===== config.mk =====
export PLATFORM = sky130hd
export DESIGN_NAME = mps_mc_sequencer_flat
export DESIGN_NICKNAME = d
export VERILOG_FILES = /design/src/rtl/mps_seq_pkg.sv /design/src/rtl/mps_mc_sequencer_if.sv /design/src/rtl/mps_di_debounce.sv /design/src/rtl/mps_mc_sequencer.sv /design/src/flat_wrapper.sv
export SDC_FILE = /design/constraint.sdc
export NUM_CORES = 1
export LEC_CHECK = 0
export CAP_MARGIN = 20
export CORE_AREA = 2 2 133 135
export DETAILED_ROUTE_END_ITERATION = 8
export DIE_AREA = 0 0 135 137
export PLACE_DENSITY_LB_ADDON = 0.1
export SETUP_SLACK_MARGIN = 0.2
export SKIP_LAST_GASP = 1
export SLEW_MARGIN = 20
export SYNTH_ARGS = -nofsm -noshare
export SYNTH_HDL_FRONTEND = slang
export SYNTH_SLANG_ARGS = --single-unit

===== constraint.sdc =====
create_clock -name i_clk -period 7.9 [get_ports i_clk]
set_clock_uncertainty 0.15 [all_clocks]
set_input_delay 1.975 -clock i_clk [delete_from_list [all_inputs] [get_ports i_clk]]
set_output_delay 1.975 -clock i_clk [all_outputs]
set_load 0.005 [all_outputs]

===== src/rtl/mps_seq_pkg.sv =====
// mps_seq_pkg -- shared definitions for the MPS main-contactor sequencer.
//   state_t      : sequencer state encoding (also the o_mps_fsm code)
//   FC_*         : latched fault codes reported on o_fault_code
//   DI_*         : bit positions inside the 16-bit external DI word
//   drv_of()     : contactor drive pattern {main, slow, discharge} per state
package mps_seq_pkg;

  typedef enum logic [2:0] {
    ST_IDLE     = 3'd0,
    ST_DIS_OPEN = 3'd1,
    ST_PRECHG   = 3'd2,
    ST_MAIN_ON  = 3'd3,
    ST_RUN      = 3'd4,
    ST_SHUTDOWN = 3'd5,
    ST_FAULT    = 3'd6
  } state_t;

  localparam logic [3:0] FC_NONE     = 4'd0;
  localparam logic [3:0] FC_EMERG    = 4'd1;
  localparam logic [3:0] FC_ILK      = 4'd2;
  localparam logic [3:0] FC_DIS_TO   = 4'd3;
  localparam logic [3:0] FC_PRE_TO   = 4'd4;
  localparam logic [3:0] FC_MAIN_TO  = 4'd5;
  localparam logic [3:0] FC_RUN_FB   = 4'd6;
  localparam logic [3:0] FC_SHUT_TO  = 4'd7;
  localparam logic [3:0] FC_EXT_ILK  = 4'd8;

  localparam int DI_EMERG   = 0;
  localparam int DI_MAIN_FB = 1;
  localparam int DI_SLOW_FB = 2;
  localparam int DI_DIS_FB  = 3;
  localparam int DI_ILK_LO  = 4;
  localparam int DI_ILK_HI  = 11;
  localparam int DI_SPARE   = 12;
  localparam int DI_EXT_LO  = 13;
  localparam int DI_EXT_HI  = 15;

  // Returns {main, slow, discharge} for the state being entered, so drives
  // change on the same edge as the state register.
  function automatic logic [2:0] drv_of(input state_t s);
    logic [2:0] d;
    d = 3'b000;
    case (s)
      ST_DIS_OPEN: d = 3'b001;
      ST_PRECHG:   d = 3'b011;
      ST_MAIN_ON:  d = 3'b111;
      ST_RUN:      d = 3'b101;
      ST_SHUTDOWN: d = 3'b001;
      default:     d = 3'b000;
    endcase
    return d;
  endfunction

endpackage


===== src/rtl/mps_mc_sequencer_if.sv =====
// mps_mc_sequencer_if -- command/status bundle of the contactor sequencer.
//   Commands (master -> slave): i_start, i_stop, i_fault_clr, each a
//   single-cycle pulse sampled on the rising clock edge; there is no
//   backpressure, a pulse is acted on or ignored in the cycle it is seen.
//   Status (slave -> master): contactor drives, state code, fault, ready,
//   all registered in the sequencer.
interface mps_mc_sequencer_if;
  logic       i_start;
  logic       i_stop;
  logic       i_fault_clr;
  logic       o_main_mc;
  logic       o_slow_charge_mc;
  logic       o_discharge_mc;
  logic [2:0] o_mps_fsm;
  logic       o_fault;
  logic [3:0] o_fault_code;
  logic       o_ready;

  modport master (
    output i_start, i_stop, i_fault_clr,
    input  o_main_mc, o_slow_charge_mc, o_discharge_mc,
    input  o_mps_fsm, o_fault, o_fault_code, o_ready
  );

  modport slave (
    input  i_start, i_stop, i_fault_clr,
    output o_main_mc, o_slow_charge_mc, o_discharge_mc,
    output o_mps_fsm, o_fault, o_fault_code, o_ready
  );
endinterface


===== src/rtl/mps_di_debounce.sv =====
// mps_di_debounce -- per-bit debouncer for already-synchronized inputs.
//   i_clk, i_rst (async, active-low), i_din[P_WIDTH] synchronized samples,
//   o_dout[P_WIDTH] debounced values.
// A bit's output changes only after P_DEB_LEN consecutive samples that all
// differ from the current output; any agreeing sample restarts the count.
module mps_di_debounce #(
  parameter int P_WIDTH   = 16,
  parameter int P_DEB_LEN = 2000
) (
  input  logic               i_clk,
  input  logic               i_rst,
  input  logic [P_WIDTH-1:0] i_din,
  output logic [P_WIDTH-1:0] o_dout
);

  localparam int LP_CW = (P_DEB_LEN > 1) ? $clog2(P_DEB_LEN) : 1;
  localparam logic [LP_CW-1:0] LP_LAST = LP_CW'(P_DEB_LEN - 1);

  logic [P_WIDTH-1:0] r_dout;
  logic [LP_CW-1:0]   r_cnt [P_WIDTH];

  for (genvar g = 0; g < P_WIDTH; g++) begin : g_bit
    always_ff @(posedge i_clk or negedge i_rst) begin
      if (!i_rst) begin
        r_cnt[g]  <= '0;
        r_dout[g] <= 1'b0;
      end else if (i_din[g] == r_dout[g]) begin
        r_cnt[g] <= '0;
      end else if (r_cnt[g] == LP_LAST) begin
        r_cnt[g]  <= '0;
        r_dout[g] <= i_din[g];
      end else begin
        r_cnt[g] <= r_cnt[g] + 1'b1;
      end
    end
  end

  assign o_dout = r_dout;

endmodule


===== src/rtl/mps_mc_sequencer.sv =====
// mps_mc_sequencer -- main / slow-charge / discharge contactor sequencer.
//   i_clk, i_rst   : clock, asynchronous active-low reset
//   i_ext_di[15:0] : raw DI ([0] emergency, [1..3] main/slow/discharge fb,
//                    [11:4] interlocks, [12] spare, [15:13] ext interlocks)
//   bus (slave)    : start/stop/fault_clr pulses in; drives, state code,
//                    fault flag/code and ready out (all registered)
// Optional build macro MPS_SEQ_EXT_ILK_EN: when defined, debounced DI[15:13]
// become fault sources with code 8; otherwise those bits are ignored.
module mps_mc_sequencer
  import mps_seq_pkg::*;
#(
  parameter int P_DEB_LEN     = 2000,
  parameter int P_FB_TIMEOUT  = 200000,
  parameter int P_CHARGE_TIME = 200000000
) (
  input  logic                i_clk,
  input  logic                i_rst,
  input  logic [15:0]         i_ext_di,
  mps_mc_sequencer_if.slave   bus
);

  localparam logic [31:0] LP_FB_LAST  = 32'(P_FB_TIMEOUT - 1);
  localparam logic [31:0] LP_CHG_LAST = 32'(P_CHARGE_TIME - 1);

  // ---------------- DI conditioning ----------------
  logic [15:0] r_sync1, r_sync2;
  logic [15:0] w_dbn;

  always_ff @(posedge i_clk or negedge i_rst) begin
    if (!i_rst) begin
      r_sync1 <= '0;
      r_sync2 <= '0;
    end else begin
      r_sync1 <= i_ext_di;
      r_sync2 <= r_sync1;
    end
  end

  mps_di_debounce #(
    .P_WIDTH   (16),
    .P_DEB_LEN (P_DEB_LEN)
  ) u_deb (
    .i_clk  (i_clk),
    .i_rst  (i_rst),
    .i_din  (r_sync2),
    .o_dout (w_dbn)
  );

  logic w_fb_main, w_fb_slow, w_fb_dis;
  assign w_fb_main = w_dbn[DI_MAIN_FB];
  assign w_fb_slow = w_dbn[DI_SLOW_FB];
  assign w_fb_dis  = w_dbn[DI_DIS_FB];

  // Highest-priority active fault source, FC_NONE when healthy.
  logic [3:0] w_src_code;
  always_comb begin
    w_src_code = FC_NONE;
    if (w_dbn[DI_EMERG])                      w_src_code = FC_EMERG;
    else if (|w_dbn[DI_ILK_HI:DI_ILK_LO])     w_src_code = FC_ILK;
`ifdef MPS_SEQ_EXT_ILK_EN
    else if (|w_dbn[DI_EXT_HI:DI_EXT_LO])     w_src_code = FC_EXT_ILK;
`endif
  end

  // Spare bit (and ext bits when the feature is off) are deliberately unused.
  logic w_unused;
  assign w_unused = ^{w_dbn[DI_SPARE], w_dbn[DI_EXT_HI:DI_EXT_LO]};

  // ---------------- sequencer FSM ----------------
  state_t      r_state;
  logic [31:0] r_timer;
  logic        r_chg_seen;   // slow-charge feedback seen; timer now times the hold
  logic [3:0]  r_code;
  logic        r_main, r_slow, r_dis, r_fault, r_ready;

  state_t     w_nxt;
  logic [3:0] w_nxt_code;
  logic       w_tclr, w_chg_set, w_chg_clr;
  logic       w_to;

  assign w_to = (r_timer >= LP_FB_LAST);

  always_comb begin
    w_nxt      = r_state;
    w_nxt_code = r_code;
    w_tclr     = 1'b0;
    w_chg_set  = 1'b0;
    w_chg_clr  = 1'b0;
    if (r_state == ST_FAULT) begin
      if (bus.i_fault_clr && (w_src_code == FC_NONE)) begin
        w_nxt      = ST_IDLE;
        w_nxt_code = FC_NONE;
      end
    end else if (w_src_code != FC_NONE) begin
      w_nxt      = ST_FAULT;
      w_nxt_code = w_src_code;
    end else if (bus.i_stop && (r_state inside {ST_DIS_OPEN, ST_PRECHG, ST_MAIN_ON, ST_RUN})) begin
      w_nxt = ST_SHUTDOWN;
    end else begin
      case (r_state)
        ST_IDLE: begin
          // start together with stop is treated as no request
          if (bus.i_start && !bus.i_stop) w_nxt = ST_DIS_OPEN;
        end
        ST_DIS_OPEN: begin
          if (w_fb_dis)  w_nxt = ST_PRECHG;
          else if (w_to) begin w_nxt = ST_FAULT; w_nxt_code = FC_DIS_TO; end
        end
        ST_PRECHG: begin
          if (!r_chg_seen) begin
            if (w_fb_slow) begin
              w_chg_set = 1'b1;
              w_tclr    = 1'b1;
            end else if (w_to) begin
              w_nxt = ST_FAULT; w_nxt_code = FC_PRE_TO;
            end
          end else if (!w_fb_slow) begin
            // feedback dropped during the hold: wait for it again, re-timed
            w_chg_clr = 1'b1;
            w_tclr    = 1'b1;
          end else if (r_timer >= LP_CHG_LAST) begin
            w_nxt = ST_MAIN_ON;
          end
        end
        ST_MAIN_ON: begin
          if (w_fb_main) w_nxt = ST_RUN;
          else if (w_to) begin w_nxt = ST_FAULT; w_nxt_code = FC_MAIN_TO; end
        end
        ST_RUN: begin
          // timer measures how long the feedback mismatch has persisted
          if (!w_fb_main || !w_fb_dis || w_fb_slow) begin
            if (w_to) begin w_nxt = ST_FAULT; w_nxt_code = FC_RUN_FB; end
          end else begin
            w_tclr = 1'b1;
          end
        end
        ST_SHUTDOWN: begin
          if (!w_fb_main && !w_fb_slow) w_nxt = ST_IDLE;
          else if (w_to) begin w_nxt = ST_FAULT; w_nxt_code = FC_SHUT_TO; end
        end
        default: w_nxt = ST_IDLE;
      endcase
    end
  end

  always_ff @(posedge i_clk or negedge i_rst) begin
    if (!i_rst) begin
      r_state    <= ST_IDLE;
      r_timer    <= '0;
      r_chg_seen <= 1'b0;
      r_code     <= FC_NONE;
      r_main     <= 1'b0;
      r_slow     <= 1'b0;
      r_dis      <= 1'b0;
      r_fault    <= 1'b0;
      r_ready    <= 1'b0;
    end else begin
      r_state <= w_nxt;
      r_code  <= w_nxt_code;
      r_timer <= ((w_nxt != r_state) || w_tclr) ? '0 : r_timer + 32'd1;
      if (w_nxt != r_state)  r_chg_seen <= 1'b0;
      else if (w_chg_set)    r_chg_seen <= 1'b1;
      else if (w_chg_clr)    r_chg_seen <= 1'b0;
      {r_main, r_slow, r_dis} <= drv_of(w_nxt);
      r_fault <= (w_nxt == ST_FAULT);
      r_ready <= (w_nxt == ST_RUN);
    end
  end

  assign bus.o_main_mc        = r_main;
  assign bus.o_slow_charge_mc = r_slow;
  assign bus.o_discharge_mc   = r_dis;
  assign bus.o_mps_fsm        = r_state;
  assign bus.o_fault          = r_fault;
  assign bus.o_fault_code     = r_code;
  assign bus.o_ready          = r_ready;

endmodule


===== src/flat_wrapper.sv =====
// flat-port wrapper written by rule: the top's interface ports become plain ports
module mps_mc_sequencer_flat import mps_seq_pkg::*;
#(
  parameter int P_DEB_LEN     = 2000,
  parameter int P_FB_TIMEOUT  = 200000,
  parameter int P_CHARGE_TIME = 200000000
)
  (i_clk, i_rst, i_ext_di, bus_i_start, bus_i_stop, bus_i_fault_clr, bus_o_main_mc, bus_o_slow_charge_mc, bus_o_discharge_mc, bus_o_mps_fsm, bus_o_fault, bus_o_fault_code, bus_o_ready);
  mps_mc_sequencer_if bus_i ();
  input  logic i_clk;
  input  logic i_rst;
  input  logic [15:0] i_ext_di;
  input wire logic [$bits(bus_i.i_start)-1:0] bus_i_start;
  input wire logic [$bits(bus_i.i_stop)-1:0] bus_i_stop;
  input wire logic [$bits(bus_i.i_fault_clr)-1:0] bus_i_fault_clr;
  output wire logic [$bits(bus_i.o_main_mc)-1:0] bus_o_main_mc;
  output wire logic [$bits(bus_i.o_slow_charge_mc)-1:0] bus_o_slow_charge_mc;
  output wire logic [$bits(bus_i.o_discharge_mc)-1:0] bus_o_discharge_mc;
  output wire logic [$bits(bus_i.o_mps_fsm)-1:0] bus_o_mps_fsm;
  output wire logic [$bits(bus_i.o_fault)-1:0] bus_o_fault;
  output wire logic [$bits(bus_i.o_fault_code)-1:0] bus_o_fault_code;
  output wire logic [$bits(bus_i.o_ready)-1:0] bus_o_ready;
  assign bus_i.i_start = bus_i_start;
  assign bus_i.i_stop = bus_i_stop;
  assign bus_i.i_fault_clr = bus_i_fault_clr;
  assign bus_o_main_mc = bus_i.o_main_mc;
  assign bus_o_slow_charge_mc = bus_i.o_slow_charge_mc;
  assign bus_o_discharge_mc = bus_i.o_discharge_mc;
  assign bus_o_mps_fsm = bus_i.o_mps_fsm;
  assign bus_o_fault = bus_i.o_fault;
  assign bus_o_fault_code = bus_i.o_fault_code;
  assign bus_o_ready = bus_i.o_ready;
  mps_mc_sequencer #(.P_DEB_LEN(P_DEB_LEN), .P_FB_TIMEOUT(P_FB_TIMEOUT), .P_CHARGE_TIME(P_CHARGE_TIME)) u_core (.i_clk(i_clk), .i_rst(i_rst), .i_ext_di(i_ext_di), .bus(bus_i));
endmodule

# Word level (Yosys, flattened, before mapping)
# Cells that the tools add are included.
# W data, S select, Z words.
# totals
reg_bits	213
input_bits	21
output_inout_bits	12
# op_classes
n_addsub	13
magnitude_cmp	2
eq_ne	50
muxes	80
bitwise	12
n_reduce_logical	32
# ops
cell	n
$mux W11	24
$add A11 B1 Y11 const B	12
$eq A11 B11 Y1 const B	12
$mux W4	16
$mux W3	14
$add A32 B1 Y32 const B	1
$ge A32 B18 Y1 const B	1
$ge A32 B28 Y1 const B	1
$mux W32	1
$reduce_and A2 Y1	12
$mux W1	20
$ne A4 B1 Y1 const B	5
$ne A4 B2 Y1 const B	5
$pmux W4 S5	1
$eq A3 B3 Y1 const B	6
$pmux W3 S6	1
$reduce_and A14 Y1	1
$eq A1 B1 Y1	12
$eq A3 B2 Y1 const B	4
$not A1 Y1	12
$pmux W3 S4	1
$reduce_bool A4 Y1	2
$reduce_or A8 Y1	1
$reduce_bool A7 Y1	1
other kinds (14)	23

# Logic depth before layout (Yosys ltp)
# Gate-level depths: netlist of run 1.
# logic_depth
depth_word	11
depth_mapped	9
mapped_depth_nobuf	8

# Hierarchy
# From an unflattened synthesis of run 1, not the netlist that was laid out.
# hier_totals
cells_unflattened	1290
area_unflattened_um2	13073.8
# modules_own_cells
mod	n_inst	cells_each	area_each_um2	seq_area_each_um2
mps_di_debounce	1	944	9298.9	4804.6
mps_mc_sequencer	1	346	3774.9	1901.8

# Worst setup path after synthesis of run 1
# OpenSTA, ideal clock, no wires.
# synth_timing
path_kind	input port to flip-flop
start	input port bus_i_stop
end	register u_core.r_timer[21]
setup_time_ns	0.129
arrival_time_ns	3.709
t_required_ns	7.621
slack_ns	3.912
cell_stages	8
path_buffers	2
path_cell_list	clkbuf_1 -> nor2b_1 -> or4_1 -> nand4_1 -> o311ai_2 -> nand2_1 -> buf_2 -> nor4_2
# synth_via
elab_chain_cells	10
elab_cells_between_ends	14
# synth_lines
element	line_no	source
from (decl)	flat_wrapper.sv:14	input wire logic [$bits(bus_i.i_stop)-1:0] bus_i_stop;
$logic_not A1 Y1	mps_mc_sequencer.sv:103	if (bus.i_start && !bus.i_stop) w_nxt = ST_DIS_OPEN;
$logic_and A1 B1 Y1	mps_mc_sequencer.sv:103	
$mux W3	mps_mc_sequencer.sv:103	
$pmux W3 S6	mps_mc_sequencer.sv:100	case (r_state)
$mux W3	mps_mc_sequencer.sv:97	end else if (bus.i_stop && (r_state inside {ST_DIS_OPEN, ST_PRECHG, ST_MAIN_ON, ST_RUN})) begin
$mux W3	mps_mc_sequencer.sv:94	end else if (w_src_code != FC_NONE) begin
$mux W3	mps_mc_sequencer.sv:89	if (r_state == ST_FAULT) begin
$ne A3 B3 Y1	mps_mc_sequencer.sv:160	r_timer <= ((w_nxt != r_state) || w_tclr) ? '0 : r_timer + 32'd1;
$logic_or A1 B1 Y1 *	mps_mc_sequencer.sv:160	
$mux W32 *	mps_mc_sequencer.sv:160	
to (signal assigned)	mps_mc_sequencer.sv:160	
to (decl)	mps_mc_sequencer.sv:71	logic [31:0] r_timer;
# Every way passes the cells marked *; elsewhere a longest branch is shown, timed or not.
# A chain may end at the register's enable or synchronous reset.

# Worst setup path in the final report of run 1
# layout_timing
start	input port bus_i_stop
end	register u_core.r_timer[31]
# Same word-level chain as after synthesis.

==> impl_metrics.csv, run 1 <==
group,metric,value,unit
outcome,outcome,"completed",
timing,min_period_over_period,54.8,%
floorplan,core-area,17100,µm²
timing,fin_tns_setup,0,ns
timing,tightest_slew,0.919,ns
worst_setup_path,worst-setup-path-type,"input port to register",
floorplan,num_io_pins,33,
pwr,vdd_ir_drop_max,0.000221,V
cts,ctsHoldBuffers,0,
cts,clock_insertion_delay_worst_skew,0.52,ns
place,portBuffers,27,
global_routing,first_global_vias,6785,
cts,clock_tree.root_cell,"sky130_fd_sc_hd__clkbuf_16",
timing,final-setup-viol-count,0,
place,hpwl,11.4,mm
global_routing,wire_length_of_the_first_global_routing_pass,31.4,mm
logic_synthesis,synth_nets,1017,
timing,max_freq,231,MHz
pwr,intPower,2.02,mW
cts,cts_max_level,1,
place,place.gp.congestion,0.877,
global_routing,maximum_number_of_pins_on_one_net_before_global_route_repair,128,
floorplan,dieArea,18500,µm²
timing,hold_viol_final,0,
floorplan,die_w,135,µm
pwr,power.switching_fraction,26.5,%
logic_synthesis,syn-mean-instance-area,10.3,µm²
logic_synthesis,ys.flop_type,"sky130_fd_sc_hd__dfrtp_1",
logic_synthesis,count_of_unique_library_cells_instantiated_by_yosys,63,
timing,unrepaired_setup_endpoints_after_global_routing,"no",
pwr,p_leak,5.05,nW
final_layout,layout_common_cells,"sky130_fd_sc_hd__dfrtp_1, sky130_fd_sc_hd__nor2_1, sky130_fd_sc_hd__xnor2_1",
logic_synthesis,mappedNetlistArea,10100,µm²
routing,vias_per_cell,5.50,
final_layout,final_layout_size_suffix_gt1_share,8.59,%
timing,period_minus_slack,4.33,ns
floorplan,floorplan.initialDensity,59.1,%
routing,avgRoutedWirePerCell,14.2,µm
cts,setup_fix_bufs_post_cts,0,
logic_synthesis,synth_warnings,0,
routing,route.antenna.remaining_nets,0,
final_layout,fin_util,67.0,%
final_layout,syn_to_final_growth,13.4,%
worst_setup_path,timing.critical_path.fanout_max,19,
worst_setup_path,timing.critical_path.cells,"clkdlybuf4s50_1 > nor2b_1 > or4_1 > nand4_1 > o311ai_2 > buf_4 > nand2_1 > nor4_1",
routing,detailedRoute.firstPassIterationCount,4,
pwr,power_density,240,nW/µm²
timing,timing.max_slew.rel_slack,38.7,%
logic_synthesis,syn_inst,981,
cts,clk_path_buf_depth,3,
cts,cts_made_buffers,24,
job,max_cap_viol_count,0,
floorplan,floorplan.die.height,137,µm
pwr,pwr-share-seq,42.6,%
routing,drc_errors,0,
floorplan,num_rows,48,
global_routing,grt_overflow,0,
global_routing,grt_util_all_layers,20.4,%
pwr,p_switching,0.726,mW
final_layout,num_antenna_cells,0,
worst_setup_path,startpoint_type_of_the_worst_setup_path,"input port",
worst_setup_path,cp_data_arrival_time,4.55,ns
logic_synthesis,ys_ff_latch,212,
logic_synthesis,synth.yosys.seq_area_share,52.6,%
routing,iteration_0_drc_markers,337,
routing,totalWireLength,17.7,mm
routing,vias,6868,
cts,cts_tree,"built",
worst_setup_path,critical_path.max_stage_delay,0.60,ns
cts,clk_pin_slew_worst_paths,0.06,ns
cts,cts-resized-gates,0,
worst_setup_path,cpMaxStageDelayCell,"sky130_fd_sc_hd__or4_1",
logic_synthesis,synth_enable_flop_cells,0,
hold_path,timing.hold.worst.class,"register to register",
pwr,pwr-share-clk,44.0,%
final_layout,layout_commonest_cell,"sky130_fd_sc_hd__dfrtp_1",
global_routing,number_of_antenna_violations_at_the_first_check_in_global_routing,0,
pwr,share_comb_of_total_power,13.4,%
worst_setup_path,worstSetupEndpointType,"register",
cts,clock-sinks,212,
worst_setup_path,required_worst_endpoint,8.12,ns
final_layout,nNetsFinal,1042,
timing,final-max-slew-violation-count,0,
logic_synthesis,asyncSetResetFlopFracSynth,100,%
## cell usage after synthesis (all sizes together) (12+ instances only)
cell type	number	share of area (%)
and3	46	2.9
clkbuf	22	0.82
nor3	26	1.3
ha	15	1.9
dfrtp	212	53
nand4	33	2.0
nand3	77	3.8
nor4	22	2.4
o21ai	19	0.94
buf	12	0.73
inv	24	0.89
nor2	183	6.8
nand2	33	1.2
nor2b	14	0.87
mux2	14	1.6
xor2	59	5.1
xnor2	91	7.9
## area by class of cell
type,count,area [µm²]
clock buffer,33,714
clock inverter,11,176
fill,1356,5630
inverter,25,93.8
multi-input combinational,710,4530
sequential,212,5310
tap,225,282
timing repair buffer,33,324
## final timing paths
check	startpoint	to	slack, ns	cells past startpoint
max reg2reg	u_core.u_deb.o_dout[5]	u_core.r_timer[31]	4.39	5
max in group asynchronous	i_rst	u_core.u_deb.o_dout[4]	4.92	2
min reg2reg	u_core.r_sync1[2]	u_core.r_sync2[2]	0.19	0
min	u_core.r_sync1[2]	u_core.r_sync2[2]	0.19	0
min in group asynchronous	i_rst	u_core.u_deb.r_cnt[157]	1.39	1
max	bus_i_stop	u_core.r_timer[31]	3.57	8
## registers in the layout, indices dropped and copies added, names as in the netlist
register,cells
u_core.bus.o_fault_code,3
u_core.r_sync1,12
u_core.bus.o_main_mc,1
u_core.bus.o_ready,1
u_core.r_timer,32
u_core.r_chg_seen,1
u_core.r_sync2,12
u_core.u_deb.o_dout,12
u_core.bus.o_fault,1
u_core.bus.o_slow_charge_mc,1
u_core.bus.o_discharge_mc,1
u_core.bus.o_mps_fsm,3
u_core.u_deb.r_cnt,132
## routing by layer
metal	share of wire [%]	routed length (µm)	vias up	track usage (%)
met2	47	8340	97	33.0
met1	47	8310	3323	28.5
met3	3.9	686	28	3.19
met5	0	0	-	0
met4	2.3	399	0	6.37
li1	-	-	3420	-
## stage by stage
step / power, mW / hold slack (ns) / worst slack (ns) / area, µm² / std cells
floorplan: 1.45 / 0.181 / 3.91 / 10100 / 981
global placement: 1.55 / 0.182 / 3.06 / 10500 / 1205
detailed placement: 1.55 / 0.185 / 3.06 / 10500 / 1205
CTS: 2.78 / 0.192 / 3.60 / 11400 / 1249
global route: 2.87 / 0.201 / 3.41 / 11400 / 1249
finish: 2.74 / 0.192 / 3.57 / 11400 / 1249
## power groups by stage
| stage | registers (mW) | logic [mW] | clock network (mW) |
|---|---|---|---|
| 2_1_floorplan | 1.17 | 0.283 | 0 |
| 3_3_place_gp | 1.19 | 0.364 | 0 |
| 3_5_place_dp | 1.19 | 0.365 | 0 |
| 4_1_cts | 1.17 | 0.368 | 1.24 |
| 5_1_grt | 1.18 | 0.410 | 1.28 |
| 6_report | 1.17 | 0.368 | 1.21 |
## worst max-delay path: cells and delay by family
kind	cells	cell delay (ns)
simple gates	5	1.66
compound gates	1	0.11
buf+inv	2	0.80
## logic make-up after synthesis
group                      after synthesis  share of synthesized area [%]
other                                    1                         0.0372
DFF                                    212                           52.6
buffers and inverters                   59                           2.48
adders and majority gates               16                           1.96
xor gates and xnor gates               150                           13.0
and+or+nand+nor                        465                           23.6
muxes                                   17                           1.86
AOI/OAI and AO/OA                       61                           4.39
No activity file was read; power rests on OpenSTA's default activity.
==> run 2: changes to the inputs <==
- CORE_AREA: 2 2 133 135 -> 2 2 138 140
- DIE_AREA: 0 0 135 137 -> 0 0 140 142
- clock period: 7.9 -> 3.7 ns (I/O delays scaled with it)
==> impl_metrics.csv, run 2 (synthesis gave the netlist of run 1 again) <==
group,metric,value,unit
global_routing,grt_use_met1,24.6,%
global_routing,groute.layer.met3.usage,3.03,%
routing,drc_errors,4,
worst_setup_path,critical_path.top_delay_family,"simple AND/OR/NAND/NOR gates",
pwr,p_switching,1.54,mW
final_layout,nNetsFinal,1063,
place,place.gp.congestion,0.890,
timing,hold_viol_final,0,
timing,final-max-slew-violation-count,0,
timing,max_freq,327,MHz
worst_setup_path,cpMostUsedCell,"sky130_fd_sc_hd__or3_1",
cts,clock-sinks,212,
job,max_cap_viol_count,0,
floorplan,num_io_pins,33,
floorplan,floorplan.die.height,142,µm
pwr,power.switching_fraction,27.5,%
timing,tightest_slew,0.713,ns
cts,clock_insertion_delay_worst_skew,0.52,ns
place,portBuffers,27,
cts,cts_tree,"built",
worst_setup_path,worst-path-buf-inv,1,
hold_path,worst_hold_startpoint,"u_core.r_sync1[6]",
final_layout,layout_commonest_cell,"sky130_fd_sc_hd__dfrtp_1",
pwr,share_comb_of_total_power,15.5,%
final_layout,largest_reg_flops,132,
worst_setup_path,worstSetupEndpointType,"register",
routing,iteration_0_drc_markers,436,
place,detailedPlace.worstSlack,0.377,ns
worst_setup_path,cpMaxStageDelayCell,"sky130_fd_sc_hd__or4_1",
routing,route.antenna.remaining_nets,0,
global_routing,grt_util_all_layers,18.5,%
floorplan,floorplan.initialDensity,54.6,%
timing,final-setup-viol-count,0,
worst_setup_path,startpoint_type_of_the_worst_setup_path,"register",
final_layout,largestRegisters,"u_core.u_deb.r_cnt: 132 flops, u_core.r_timer: 32 flops",
timing,timing.final.ws_setup,0.644,ns
timing,period_minus_slack,3.06,ns
timing,timing.max_slew.rel_slack,51.9,%
cts,ctsHoldBuffers,0,
routing,detailedRoute.firstPassIterationCount,7,
pwr,design_power_total,5.59,mW
worst_setup_path,timing.critical_path.cells,"or4_1 > or3_1 > or3_1 > a31oi_2 > a211oi_4 > buf_12 > nor4_1",
worst_setup_path,required_worst_endpoint,3.96,ns
global_routing,grt_overflow,0,
worst_setup_path,timing.critical_path.fanout_max,33,
pwr,power_density,486,nW/µm²
floorplan,die_w,140,µm
worst_setup_path,worst-setup-path-type,"register to register",
pwr,p_leak,5.08,nW
final_layout,final_layout_size_suffix_gt1_share,9.71,%
timing,min_period_over_period,82.6,%
routing,vias_per_cell,5.42,
worst_setup_path,crit_cells,7,
final_layout,layout_common_cells,"sky130_fd_sc_hd__dfrtp_1, sky130_fd_sc_hd__nor2_1, sky130_fd_sc_hd__xnor2_1",
cts,clk_path_buf_depth,3,
worst_setup_path,critical_path.max_stage_delay,0.69,ns
outcome,outcome,"complete, but fails checks",
hold_path,min_delay_path_depth,0,
cts,clock_tree.root_cell,"sky130_fd_sc_hd__clkbuf_16",
pwr,intPower,4.05,mW
cts,cts_max_level,1,
final_layout,largest-register,"u_core.u_deb.r_cnt",
routing,avgRoutedWirePerCell,13.9,µm
timing,unrepaired_setup_endpoints_after_global_routing,"no",
worst_setup_path,rr_startpoint,"u_core.u_deb.o_dout[5]",
worst_setup_path,crit_path_start,"u_core.u_deb.o_dout[5]",
floorplan,dieArea,19900,µm²
final_layout,num_antenna_cells,0,
routing,totalWireLength,17.7,mm
floorplan,core-area,18500,µm²
hold_path,timing.hold.worst.class,"register to register",
cts,clk_pin_slew_worst_paths,0.06,ns
final_layout,syn_to_final_growth,14.1,%
pwr,pwr-share-seq,44.7,%
outcome,violations,"DRC",
cts,setup_fix_bufs_post_cts,0,
global_routing,first_global_vias,6797,
routing,vias,6904,
cts,cts_made_buffers,23,
cts,cts-resized-gates,0,
global_routing,number_of_antenna_violations_at_the_first_check_in_global_routing,0,
place,hpwl,11.7,mm
worst_setup_path,reg2regPathDepth,7,
pwr,pwr-share-clk,39.8,%
pwr,vdd_ir_drop_max,0.000402,V
timing,fin_tns_setup,0,ns
global_routing,global_route.usage.met2,32.2,%
floorplan,num_rows,50,
global_routing,busiest_layer,"met2",
worst_setup_path,cp_data_arrival_time,3.32,ns
global_routing,wire_length_of_the_first_global_routing_pass,31.0,mm
global_routing,maximum_number_of_pins_on_one_net_before_global_route_repair,88,
[run 2: cell type report]
type                            instances  area, µm²
Clock inverter                         10        126
Sequential cell                       212       5310
Tap cell                              234        293
Clock buffer                           28        604
Inverter                               25       93.8
Multi-Input combinational cell        710       4530
Fill cell                            1527       6950
Timing Repair Buffer                   55        548
[run 2: path summary, 6_finish.rpt]
check,slack (ns),end
worst max-delay path,0.64,u_core.r_timer[31]
worst min-delay path,0.20,u_core.r_sync2[6]
worst max register to register,0.64,u_core.r_timer[31]
worst min register to register,0.20,u_core.r_sync2[6]
max in group asynchronous,2.37,u_core.u_deb.r_cnt[107]
min in group asynchronous,0.25,u_core.u_deb.r_cnt[157]
[run 2: metal layers]
layer,vias up,wire length (µm)
li1,3444,-
met1,3348,8480
met2,84,8290
met3,28,558
met4,0,399
met5,-,0
[run 2: power groups by stage]
stage	combinational [mW]	sequential [mW]	clock (mW)
after floorplan	0.605	2.49	0
after global placement	0.867	2.54	0
after detailed placement	0.866	2.54	0
after CTS	0.871	2.50	2.28
after global routing	0.950	2.51	2.38
final	0.865	2.50	2.23
[run 2: worst register-to-register path: cells and delay by family, from the launching register on]
family	cells	cell delay [ns]
AO/OA/AOI/OAI	2	0.31
buffers and inverters	1	0.21
flip-flops	1	0.40
AND/OR/NAND/NOR	4	1.88
[run 2: metrics by stage]
stage	instances	hold WS [ns]	area [µm²]	util, %
after floorplan	981	0.181	10100	-
after global placement	1236	0.182	10800	58.4
final	1274	0.196	11500	62.3
after global routing	1274	0.201	11500	62.3
after detailed placement	1236	0.185	10800	58.4
after CTS	1274	0.197	11500	62.3
